===== config.mk =====
export PLATFORM = sky130hd
export DESIGN_NAME = btb_predictor
export DESIGN_NICKNAME = d
export VERILOG_FILES = /design/src/rtl/btb_predictor.sv
export SDC_FILE = /design/constraint.sdc
export NUM_CORES = 1
export LEC_CHECK = 0
export ABC_AREA = 0
export BUFFER_PORTS_ARGS = -buffer_cell sky130_fd_sc_hd__buf_4
export CORE_MARGIN = 2
export CORE_UTILIZATION = 55
export DETAILED_ROUTE_END_ITERATION = 10
export PLACE_DENSITY = 0.76
export SYNTH_ARGS = -nofsm -noshare
export SYNTH_HDL_FRONTEND = slang
export SYNTH_SLANG_ARGS = --single-unit

===== constraint.sdc =====
create_clock -name clk -period 3.1 [get_ports clk]
set_clock_uncertainty 0.2 [all_clocks]
set_input_delay 0.155 -clock clk [delete_from_list [all_inputs] [get_ports clk]]
set_output_delay 0.155 -clock clk [all_outputs]
set_load 0.05 [all_outputs]

===== src/rtl/btb_predictor.sv =====
// btb_predictor: direct-mapped branch target buffer with saturating direction counters and prediction statistics
module btb_predictor #(
   parameter int ADDR_W  = 16,
   parameter int ENTRIES = 16,
   parameter int CNT_W   = 2,
   parameter int STAT_W  = 16
) (
   input  logic              clk,
   input  logic              rst,
   input  logic              flush,
   input  logic [ADDR_W-1:0] lookup_pc,
   output logic              pred_hit,
   output logic              pred_taken,
   output logic [ADDR_W-1:0] pred_target,
   input  logic              upd_en,
   input  logic [ADDR_W-1:0] upd_pc,
   input  logic              upd_taken,
   input  logic [ADDR_W-1:0] upd_target,
   input  logic              upd_pred_taken,
   input  logic [ADDR_W-1:0] upd_pred_target,
   output logic              mispredict,
   output logic [ADDR_W-1:0] redirect_pc,
   output logic [STAT_W-1:0] correct_cnt,
   output logic [STAT_W-1:0] mispred_cnt
);
   localparam int IDX_W = $clog2(ENTRIES);
   localparam int TAG_W = ADDR_W - IDX_W;
   localparam logic [CNT_W-1:0] CNT_MAX  = {CNT_W{1'b1}};
   localparam logic [CNT_W-1:0] CNT_WEAK = CNT_W'(1) << (CNT_W - 1);
   logic              valid_q [ENTRIES];
   logic [TAG_W-1:0]  tag_q   [ENTRIES];
   logic [ADDR_W-1:0] tgt_q   [ENTRIES];
   logic [CNT_W-1:0]  cnt_q   [ENTRIES];
   logic [IDX_W-1:0]  l_idx, u_idx;
   logic [TAG_W-1:0]  l_tag, u_tag;
   logic              u_hit;
   assign l_idx = lookup_pc[IDX_W-1:0];
   assign l_tag = lookup_pc[ADDR_W-1:IDX_W];
   assign u_idx = upd_pc[IDX_W-1:0];
   assign u_tag = upd_pc[ADDR_W-1:IDX_W];
   assign u_hit = valid_q[u_idx] & (tag_q[u_idx] == u_tag);
   always_comb begin
      pred_hit    = valid_q[l_idx] & (tag_q[l_idx] == l_tag);
      pred_taken  = pred_hit & cnt_q[l_idx][CNT_W-1];
      pred_target = pred_taken ? tgt_q[l_idx] : lookup_pc + ADDR_W'(1);
      mispredict  = upd_en & ((upd_taken != upd_pred_taken) | (upd_taken & (upd_target != upd_pred_target)));
      redirect_pc = upd_taken ? upd_target : upd_pc + ADDR_W'(1);
   end
   always_ff @(posedge clk or negedge rst) begin
      if (!rst) begin
         for (int i = 0; i < ENTRIES; i++) begin
            valid_q[i] <= 1'b0;
            tag_q[i]   <= '0;
            tgt_q[i]   <= '0;
            cnt_q[i]   <= '0;
         end
      end else if (flush) begin
         for (int i = 0; i < ENTRIES; i++) valid_q[i] <= 1'b0;
      end else if (upd_en) begin
         if (u_hit && upd_taken) begin
            cnt_q[u_idx] <= (cnt_q[u_idx] == CNT_MAX) ? CNT_MAX : cnt_q[u_idx] + CNT_W'(1);
            tgt_q[u_idx] <= upd_target;
         end else if (u_hit) begin
            cnt_q[u_idx] <= (cnt_q[u_idx] == '0) ? '0 : cnt_q[u_idx] - CNT_W'(1);
         end else if (upd_taken) begin
            valid_q[u_idx] <= 1'b1;
            tag_q[u_idx]   <= u_tag;
            tgt_q[u_idx]   <= upd_target;
            cnt_q[u_idx]   <= CNT_WEAK;
         end
      end
   end
   // statistics count every resolved update, flushed or not, and stick at all-ones
   always_ff @(posedge clk or negedge rst) begin
      if (!rst) begin
         correct_cnt <= '0;
         mispred_cnt <= '0;
      end else if (upd_en) begin
         if (!mispredict && correct_cnt != '1) correct_cnt <= correct_cnt + STAT_W'(1);
         if (mispredict && mispred_cnt != '1) mispred_cnt <= mispred_cnt + STAT_W'(1);
      end
   end
endmodule


==> impl_metrics.env <==
export IMPL_status="finished with violations"
export IMPL_violations="setup timing"
export IMPL_grt_pass1_wl_mm=134
export IMPL_tns_ps=-83790
export IMPL_hp_class="in -> async"
export IMPL_wire_per_inst_um=29.1
export IMPL_gp_congestion=0.945
export IMPL_slew_viol_final=0
export IMPL_power_mw=19.2
export IMPL_power_per_cell_area_nw_per_um2=541
export IMPL_synth_warnings=0
export IMPL_nets=2405
export IMPL_coreArea_um2=50300
export IMPL_seqPwrFrac_pct=43.8
export IMPL_pin_count=137
export IMPL_holdWs_ps=53.8
export IMPL_yosysTopAreaCell="dfrtp_1"
export IMPL_path_clk_slew_ps=60
export IMPL_die_x_um=230
export IMPL_clockPowerShare_pct=35.1
export IMPL_drc_errors=0
export IMPL_slew_headroom_pct=50.4
export IMPL_grt_pass1_vias=21200
export IMPL_cts_tree="done"
export IMPL_tightest_slew_ps=745
export IMPL_critPathLaunchType="flop"
export IMPL_yosysMostFrequentCell="dfrtp_1"
export IMPL_start_util_pct=55.7
export IMPL_syn_nets=2074
export IMPL_max_freq_mhz=240
export IMPL_first_pass_iters=7
export IMPL_syn_avg_cell_area_um2=14.0
export IMPL_hpwlAfterDp_mm=53.5
export IMPL_dr_total_vias=20000
export IMPL_area_growth_pct=26.8
export IMPL_grt_overflow=0
export IMPL_multi_input_area_um2=15000
export IMPL_dp_slack_ps=-542
export IMPL_die_h_um=230
export IMPL_grt_max_degree=112
export IMPL_power_switching_mw=5.42
export IMPL_drv_cap=0
export IMPL_cts_buffers=57
export IMPL_antenna_found_initial=1
export IMPL_critPathKind="reg -> out"
export IMPL_yosysTopAreaCellShare_pct=47.1
export IMPL_drt_antenna_violating_nets=0
export IMPL_setup_violations_final=258
export IMPL_rsz0062_at_grt="true"
export IMPL_ys_seq_elements=528
export IMPL_portBuffers=136
export IMPL_fillerInstances=3265
export IMPL_num_rows=82
export IMPL_finalHoldViolCount=0
export IMPL_ctsHtreeMaxLevel=2
export IMPL_utilization_pct=70.7
export IMPL_async_reset_ff_share_pct=100
export IMPL_cts_buffer_depth=3
export IMPL_synthCells=1997
export IMPL_track_usage_pct=33.7
export IMPL_power_share_switching_pct=28.2
export IMPL_cp_max_fo=8
export IMPL_synth_ff_type="dfrtp_1"
export IMPL_fin_crit_sh_pct=134
export IMPL_clock_sinks=528
export IMPL_dr_first_iter_drc_count=2085
export IMPL_dieArea_um2=52800
export IMPL_yosysUniqueCellTypes=63
export IMPL_netlist_area_um2=28000
export IMPL_ys_top_cells_by_area="dfrtp_1 (47%), mux2_2 (18%), mux4_2 (10%)"
export IMPL_regArea_um2=13200
export IMPL_synth_edf_count=0
export IMPL_wirelength_mm=88.4
export IMPL_comb_power_share_pct=21.1
export IMPL_worstPathRequired_ps=2740
export IMPL_clock_tree_root_cell="clkbuf_16"
export IMPL_insertion_delay_ps=650
export IMPL_crit_path_end_kind="primary output"
export IMPL_drive_gt1_share_pct=51.2
export IMPL_arrival_ps=3800
export IMPL_final_min_clock_period_ps=4160
export IMPL_ir_drop_uv=519
export IMPL_power_leakage_nw=16.9
export IMPL_setup_slack_ps=-1060
export IMPL_ys_seq_area_share_pct=47.1
export IMPL_internal_power_mw=13.8
export IMPL_synth_commonest_cells="dfrtp_1 (528), mux2_2 (457), mux4_2 (129)"
export IMPL_vias_per_cell=6.59
## logic make-up (layout without fill, tap and decap cells)
family,after synthesis,count (layout),synth area share (%)
AND/OR/NAND/NOR,282,284,5.10
adder cells (fa/ha/maj),7,7,0.312
flip-flops,528,528,47.1
multiplexers,710,710,36.7
buffers and inverters,226,596,4.24
AO/OA/AOI/OAI,136,136,3.08
other,0,1,0
XOR/XNOR,108,108,3.38
## final cells by class
type / instances / area share (%)
multi-input cells: 1245 / 42.2
repair buffers: 445 / 12.6
flip-flops and latches: 528 / 37.2
inverters: 51 / 0.539
clock buffers: 85 / 4.68
clock inverters: 15 / 0.493
well taps: 672 / 2.37
diodes: 1 / 0.00704
## final timing paths
check	from	endpoint	slack, ps	depth (start not counted)
max	tag_q[151]$_DFFE_PN0P_	pred_target[2]	-1060	11
min	rst	tag_q[84]$_DFFE_PN0P_	50	3
max reg2reg	tag_q[94]$_DFFE_PN0P_	tag_q[71]$_DFFE_PN0P_	-410	12
min reg2reg	mispred_cnt[8]$_DFFE_PN0P_	mispred_cnt[8]$_DFFE_PN0P_	290	1
max in group asynchronous	rst	tgt_q[180]$_DFFE_PN0P_	2030	3
min in group clk	upd_pc[2]	cnt_q[6]$_DFFE_PN0P_	90	5
## per-layer routing
| metal | global-route usage (%) | up-vias | wire, um |
|---|---|---|---|
| met5 | 0 | - | 13 |
| met4 | 19.3 | 2 | 5530 |
| met3 | 8.41 | 339 | 8120 |
| met2 | 52.4 | 1109 | 41600 |
| met1 | 43.6 | 10500 | 33200 |
| li1 | - | 8076 | - |
## registers in the layout, summed over array words and instances, names as in the netlist
register / flops
cnt_q: 32
correct_cnt: 16
mispred_cnt: 16
tag_q: 192
tgt_q: 256
valid_q: 16
## power groups by stage
stage                     Combinational (mW)  Sequential [mW]  Clock, mW
after floorplan                         2.18             8.51          0
after global placement                  3.52             8.39          0
after detailed placement                3.63             8.46          0
after CTS                               3.99             8.36       6.79
after global routing                    4.27             8.48       7.10
final                                   4.06             8.41       6.75
## critical path: stages, from the launching register on
cell,delay (ps)
dfrtp_1,420
mux4_2,490
xnor2_1,270
nand4_1,130
mux2i_1,210
a22oi_2,140
or3_4,400
nor4_4,230
buf_6,190
buf_12,190
mux2_4,330
buf_6,160
## cell usage in the layout (no fill, tap or decap), types with 16 or more instances in the layout
master and instances:
dfrtp_1 528, buf_4 311, mux2_2 262, mux2_4 208, mux4_2 132, nand2_1 64, xnor2_1 60, clkbuf_16 57
inv_1 49, mux2i_1 48, mux4_1 48, nor2_1 48, buf_12 48, xor2_1 46, nand3_1 37, buf_6 34
o21ai_2 31, dlygate4sd3_1 31, o21ai_0 29, nand4_1 19, nor3_1 18, nor2_2 17, nand2_8 16
## metrics by stage
stage,cells,instance area [um2]
floorplan,1997,28000
global placement,2871,31300
detailed placement,2871,31300
CTS,3038,35300
global route,3041,35500
finish,3042,35500
## repair_timing
item	in CTS	in global routing
pin swaps	25	8
cloned	14	0
endpoints found under the setup margin	244	260
gates resized for setup	339	50
endpoints found under the hold margin	945	0
hold buffers	32	0
buffers inserted	23	8
(Power assumes the default switching activity.)
